**src/rtl/sdram_test_console_pkg.sv**
```systemverilog
// Shared encodings for the SDRAM test console: access FSM states and pending operation codes.
package sdram_test_console_pkg;

  typedef enum logic [1:0] {
    ST_IDLE      = 2'd0,
    ST_ISSUE     = 2'd1,
    ST_WAIT_ACK  = 2'd2,
    ST_WAIT_DONE = 2'd3
  } state_t;

  typedef enum logic [1:0] {
    OP_NONE = 2'd0,
    OP_WR   = 2'd1,
    OP_RD   = 2'd2
  } op_t;

  // Write has priority when both buttons fire in the same cycle.
  function automatic op_t pick_op(input logic wr_evt, input logic rd_evt, input op_t cur);
    if (wr_evt)      return OP_WR;
    else if (rd_evt) return OP_RD;
    else             return cur;
  endfunction

endpackage

```
**src/rtl/sdram_test_console_button_debounce.sv**
```systemverilog
// Two-flop synchroniser plus counter debounce for an active-low push button.
// o_level is the debounced pressed level; o_press pulses one cycle on each new press.
module button_debounce #(
  parameter int DEBOUNCE_WIDTH = 16
) (
  input  logic clk,
  input  logic rst_n,
  input  logic i_btn_n,
  output logic o_level,
  output logic o_press
);

  logic                      r_sync1;
  logic                      r_sync2;
  logic                      r_level;
  logic                      r_press;
  logic [DEBOUNCE_WIDTH-1:0] r_cnt;
  logic                      w_pressed;

  assign w_pressed = ~r_sync2;

  // NOTE: sequential state uses non-blocking assignments so every flop samples pre-edge values.
  always_ff @(posedge clk) begin
    if (!rst_n) begin
      r_sync1 <= 1'b1;
      r_sync2 <= 1'b1;
      r_level <= 1'b0;
      r_press <= 1'b0;
      r_cnt   <= '0;
    end else begin
      r_sync1 <= i_btn_n;
      r_sync2 <= r_sync1;
      r_press <= 1'b0;
      if (w_pressed == r_level) begin
        r_cnt <= '0;
      end else if (r_cnt == '1) begin
        // 2**DEBOUNCE_WIDTH consecutive disagreeing cycles: accept the new level.
        r_cnt   <= '0;
        r_level <= w_pressed;
        r_press <= w_pressed;
      end else begin
        r_cnt <= r_cnt + DEBOUNCE_WIDTH'(1);
      end
    end
  end

  assign o_level = r_level;
  assign o_press = r_press;

endmodule

```
**src/rtl/sdram_test_console.sv**
```systemverilog
// Board test console for the SDRAM controller host port: button-driven single reads/writes,
// DIP-derived write data, captured read data paged across the LEDs, sticky ack-timeout flag.
module sdram_test_console
  import sdram_test_console_pkg::*;
#(
  parameter int HADDR_WIDTH    = 24,
  parameter int DATA_WIDTH     = 16,
  parameter int DIP_WIDTH      = 4,
  parameter int LED_WIDTH      = 8,
  parameter int DEBOUNCE_WIDTH = 16,
  parameter int LED_BLINK      = 27,
  parameter int TIMEOUT_WIDTH  = 10
) (
  input  logic                   clk,
  input  logic                   rst_n,
  input  logic                   btn_wr_n,
  input  logic                   btn_rd_n,
  input  logic [DIP_WIDTH-1:0]   dip,
  input  logic                   auto_inc,
  output logic [LED_WIDTH-1:0]   leds,
  output logic                   err,
  output logic [HADDR_WIDTH-1:0] haddr,
  output logic [DATA_WIDTH-1:0]  data_input,
  input  logic [DATA_WIDTH-1:0]  data_output,
  input  logic                   busy,
  output logic                   rd_enable,
  output logic                   wr_enable
);

  localparam int CHUNKS = DATA_WIDTH / DIP_WIDTH;
  localparam int PAGES  = DATA_WIDTH / LED_WIDTH;
  localparam int PAGE_W = (PAGES > 1) ? $clog2(PAGES) : 1;
  // The ISSUE cycle counts as the first unacknowledged cycle, so the last one is 2**W-2.
  localparam logic [TIMEOUT_WIDTH-1:0] TO_LAST = TIMEOUT_WIDTH'((2 ** TIMEOUT_WIDTH) - 2);

  state_t                   r_state;
  state_t                   w_next_state;
  op_t                      r_op;
  logic [HADDR_WIDTH-1:0]   r_haddr;
  logic [HADDR_WIDTH-1:0]   w_seed;
  logic [DATA_WIDTH-1:0]    r_captured;
  logic [TIMEOUT_WIDTH-1:0] r_to_cnt;
  logic                     r_err;
  logic [LED_BLINK-1:0]     r_led_cnt;
  logic [PAGE_W-1:0]        r_page;
  logic [LED_WIDTH-1:0]     w_pages [PAGES];

  logic w_wr_level;
  logic w_wr_press;
  logic w_rd_level;
  logic w_rd_press;
  logic w_wr_evt;
  logic w_rd_evt;
  logic w_timeout;
  logic w_done;

  button_debounce #(.DEBOUNCE_WIDTH(DEBOUNCE_WIDTH)) u_wr_btn (
    .clk     (clk),
    .rst_n   (rst_n),
    .i_btn_n (btn_wr_n),
    .o_level (w_wr_level),
    .o_press (w_wr_press)
  );

  button_debounce #(.DEBOUNCE_WIDTH(DEBOUNCE_WIDTH)) u_rd_btn (
    .clk     (clk),
    .rst_n   (rst_n),
    .i_btn_n (btn_rd_n),
    .o_level (w_rd_level),
    .o_press (w_rd_press)
  );

  assign w_wr_evt = w_wr_press & w_wr_level;
  assign w_rd_evt = w_rd_press & w_rd_level;

  for (genvar i = 0; i < HADDR_WIDTH; i++) begin : g_seed
    assign w_seed[i] = dip[i % DIP_WIDTH];
  end

  // Lower half of the word carries the inverted switches, upper half the switches as set.
  for (genvar k = 0; k < CHUNKS; k++) begin : g_wdata
    assign data_input[k*DIP_WIDTH +: DIP_WIDTH] = (k < CHUNKS / 2) ? ~dip : dip;
  end

  always_ff @(posedge clk) begin
    if (!rst_n) r_state <= ST_IDLE;
    else        r_state <= w_next_state;
  end

  // NOTE: every output of this block gets a default first, so no path can infer a latch.
  always_comb begin
    w_next_state = r_state;
    w_timeout    = 1'b0;
    w_done       = 1'b0;
    wr_enable    = 1'b0;
    rd_enable    = 1'b0;
    case (r_state)
      ST_IDLE: begin
        if ((r_op != OP_NONE) && !busy) w_next_state = ST_ISSUE;
      end
      ST_ISSUE: begin
        wr_enable    = (r_op == OP_WR);
        rd_enable    = (r_op == OP_RD);
        w_next_state = ST_WAIT_ACK;
      end
      ST_WAIT_ACK: begin
        if (busy) begin
          w_next_state = ST_WAIT_DONE;
        end else if (r_to_cnt == TO_LAST) begin
          w_timeout    = 1'b1;
          w_next_state = ST_IDLE;
        end
      end
      ST_WAIT_DONE: begin
        if (!busy) begin
          w_done       = 1'b1;
          w_next_state = ST_IDLE;
        end
      end
      default: w_next_state = ST_IDLE;
    endcase
  end

  always_ff @(posedge clk) begin
    if (!rst_n) begin
      r_op       <= OP_NONE;
      r_haddr    <= w_seed;
      r_err      <= 1'b0;
      r_captured <= '0;
      r_to_cnt   <= '0;
    end else begin
      // Presses only register while idle; anything arriving mid-access is dropped.
      if (r_state == ST_IDLE) begin
        r_to_cnt <= '0;
        r_op     <= pick_op(w_wr_evt, w_rd_evt, r_op);
      end else begin
        r_to_cnt <= r_to_cnt + TIMEOUT_WIDTH'(1);
      end
      if (w_timeout) begin
        r_err <= 1'b1;
        r_op  <= OP_NONE;
      end
      if (w_done) begin
        if (r_op == OP_RD) r_captured <= data_output;
        if (auto_inc)      r_haddr    <= r_haddr + HADDR_WIDTH'(1);
        r_op <= OP_NONE;
      end
    end
  end

  always_ff @(posedge clk) begin
    if (!rst_n) begin
      r_led_cnt <= '0;
      r_page    <= '0;
    end else begin
      r_led_cnt <= r_led_cnt + LED_BLINK'(1);
      if (r_led_cnt == '1) begin
        r_page <= (r_page == PAGE_W'(PAGES - 1)) ? '0 : r_page + PAGE_W'(1);
      end
    end
  end

  for (genvar p = 0; p < PAGES; p++) begin : g_pages
    assign w_pages[p] = r_captured[p*LED_WIDTH +: LED_WIDTH];
  end

  assign leds  = w_pages[r_page];
  assign err   = r_err;
  assign haddr = r_haddr;

endmodule

```
**config.mk**
```make
export PLATFORM = sky130hd
export DESIGN_NAME = sdram_test_console
export DESIGN_NICKNAME = d
export VERILOG_FILES = /design/src/rtl/sdram_test_console_pkg.sv /design/src/rtl/sdram_test_console_button_debounce.sv /design/src/rtl/sdram_test_console.sv
export SDC_FILE = /design/constraint.sdc
export NUM_CORES = 1
export LEC_CHECK = 0
export ABC_CLOCK_PERIOD_IN_PS = 1800
export CAP_MARGIN = 30
export CORE_MARGIN = 8
export CORE_UTILIZATION = 50
export CTS_CLUSTER_DIAMETER = 60
export DETAILED_ROUTE_END_ITERATION = 8
export PLACE_DENSITY = 0.81
export SLEW_MARGIN = 10
export SYNTH_ARGS = -nofsm -noshare
export SYNTH_HDL_FRONTEND = slang
export SYNTH_HIERARCHICAL = 1
export SYNTH_SLANG_ARGS = --single-unit
export TNS_END_PERCENT = 10
```
**constraint.sdc**
```tcl
create_clock -name clk -period 1.8 [get_ports clk]
set_clock_uncertainty 0.1 [all_clocks]
set_input_delay 0.36 -clock clk [delete_from_list [all_inputs] [get_ports clk]]
set_output_delay 0.36 -clock clk [all_outputs]
set_load 0.1 [all_outputs]
```
==> results.ini <==
[grt]
grt_pass1_wl_um = 25500
grtUsageTotal_pct = 21.0
gr-total-overflow = 0
first_global_vias = 5239
antenna_found_initial = 0
grt_max_degree = 52

[layout]
diodes = 0
drive_gt1_share_pct = 28.6
areaGrowthSynthToFinish_pct = 45.9
fin_util_pct = 74.2
fin_nets = 771

[timing]
worst_slack_ps = -84.0
rsz0062_at_grt = true
fin_crit_sh_pct = 105
drv_slew = 0
fin_crit_ps = 1880
holdWs_ps = 276
slew_headroom_pct = 64.7
tightest_slew_ps = 523
setup_viol = 18
timing.final.hold_violations = 0
fmax_mhz = 531

[logic_synthesis]
synthArstFlopShare_pct = 0
syn_avg_cell_area_um2 = 9.55
synth_cell_type_count = 49
syn-num-nets = 638
synth_xor_xnor_area_share_pct = 9.09
synth_top_family_by_area = simple AND/OR/NAND/NOR gates
synthAdderAreaFrac_pct = 1.30
yosys_warnings = 6
synth_area_um2 = 5780
synthCells = 606
synth_edf_count = 24
synth.area.mux_share_pct = 5.19
synth_compound_area_share_pct = 7.03
synth_seq_area_share_pct = 46.7
synth-seq-cells = 123
synth_top_flop_cell = dfxtp_1
synth-simple-area-share_pct = 25.9

[placed_design]
place_congestion = 0.832
port_buffers = 76
hpwl_um = 10200

[cts]
htreeDepth = 4
numCtsBuffers = 17
cts_sinks = 123
worstSkewPairLatency_ps = 420
path_clk_slew_ps = 60
cts_tree = done
cts_max_path_buffers = 2
ctsHoldBuffers = 0
cts_root_buf = clkbuf_16

[setup_path]
r2r_slack_ps = -80
criticalPathCategory = reg2reg
rr_startpoint = haddr[0]
crit_required_ps = 1950
crit_path_start_kind = register
r2r_end = haddr[15]
startpoint = haddr[0]
endpoint_kind = register
path_max_fanout = 4
rr_worst_depth = 6
endpoint = haddr[15]
worstPathArrival_ps = 2040

[floorplanning]
die_w_um = 124
floorplan.initialDensity_pct = 50.9
ios = 77
fp.dieH_um = 124
die_area_um2 = 15300
core_um2 = 11400
rows = 39

[power_and_ir_drop]
cellLeakagePower_nw = 3.10
power_mw = 7.60
ir_drop_uv = 949
power.density_nw_per_um2 = 900

[route]
avgViaCountPerCell = 5.77
vias = 5161
wl_per_cell_um = 18.5
drc = 0
drt-initial-drc-count = 442
wirelength_um = 16600
ant_nets = 0
firstDrtPassIters = 5

[run_status]
violations = setup timing
outcome = finished with violations

[hold_path]
hold_path.class = in2reg
hp-start = rst_n

[flow_run]
drv_cap = 0

final cells by class:
class	instances	area (µm²)
clock buffer	21	503
clock inverter	11	129
fill	677	2930
inverter	18	67.6
multi-input combinational	433	3000
sequential	123	2730
tap	143	179
timing repair buffer	146	1840
synth_stat cells, drive strengths merged (2+ instances only):
master | n | area share [%]
and4 | 7 | 1.1
nor3 | 15 | 1.3
mux2i | 21 | 3.6
or3b | 2 | 0.30
nand3 | 38 | 3.7
inv | 17 | 1.1
nand2 | 35 | 2.3
nand3b | 2 | 0.69
a21oi | 27 | 2.3
dfxtp | 99 | 34
nor4 | 15 | 1.8
o21ai | 16 | 1.4
edfxtp | 24 | 12
buf | 21 | 2.9
and2 | 3 | 0.32
or4 | 8 | 1.0
clkbuf | 11 | 0.71
and3 | 11 | 1.2
o41ai | 2 | 0.30
a31oi | 11 | 1.2
nand2b | 9 | 0.97
xor2 | 21 | 3.2
ha | 6 | 1.3
o211a | 2 | 0.35
mux2 | 8 | 1.6
xnor2 | 39 | 5.9
o31ai | 8 | 1.0
nor2 | 85 | 5.5
nand4 | 18 | 3.0
or3 | 15 | 1.7
nor4bb | 2 | 0.35
metrics by stage:
stage                     instances  instance area [µm²]  setup slack, ps  TNS [ps]
after CTS                       893                 8280            -91.8      -725
after detailed placement        860                 7600            -88.9     -1000
after global routing            895                 8440             -166     -1870
after global placement          859                 7590            -25.7      -346
final                           895                 8440            -84.0      -886
after floorplan                 606                 5820             -722    -13750
sequential cells by signal, indices dropped and copies added (netlist names), 2 cells and up:
signal / count
haddr: 24
r_captured: 16
r_led_cnt: 27
r_op: 2
r_state: 2
r_to_cnt: 10
u_rd_btn/r_cnt: 16
u_wr_btn/r_cnt: 16
critical path, cell delays in order (launching register included):
cell and delay (ps):
edfxtp_1 440, buf_6 140, and3_4 180, nand4_1 160
buf_4 200, or3_4 330, a31oi_1 180
kinds of logic after synthesis:
family / count (synthesis)
AOI/OAI and AO/OA: 69
xor gates and xnor gates: 60
DFF: 123
and+or+nand+nor: 269
buffers and inverters: 50
adders and majority gates: 6
muxes: 29
routing by layer:
metal  global-route usage [%]  up-vias  share of wire [%]
li1                         -     2429                  -
met1                     22.8     2531                 39
met2                     39.0      163                 54
met3                     4.57       38                4.6
met4                     7.90        0                2.2
met5                        0        -                  0
placed cells by master (no fill, tap or decap), types with 21 or more instances in the layout:
cell type	instances
mux2i_1	21
xor2_1	21
edfxtp_1	24
nand3_1	33
xnor2_1	38
a21oi_1	24
nor2_1	85
buf_12	54
clkdlybuf4s50_1	24
dfxtp_1	85
buf_4	63
nand2_1	33
repair_timing:
item	4_1_cts	5_1_grt
endpoints found under the setup margin	29	62
resized for setup	15	37
pin swaps	4	11
setup buffers	1	2
power breakdown:
group / internal [mW] / leakage, nW / total [mW] / switching [mW]
clock: 2.29 / 0.302 / 3.59 / 1.30
combinational: 0.419 / 1.76 / 1.10 / 0.678
sequential: 2.87 / 1.04 / 2.91 / 0.0410
total: 5.57 / 3.10 / 7.60 / 2.02
worst min path at each step:
stage                             to  slack [ps]  cells after the start
global route        u_wr_btn/r_sync1         290                      3
global placement    u_wr_btn/r_sync2         290                      1
finish              u_wr_btn/r_sync2         280                      3
detailed placement  u_wr_btn/r_sync2         290                      1
floorplan           u_rd_btn/r_sync2         290                      1
CTS                 u_wr_btn/r_sync2         280                      3
Power figures use the tool's default switching activity.
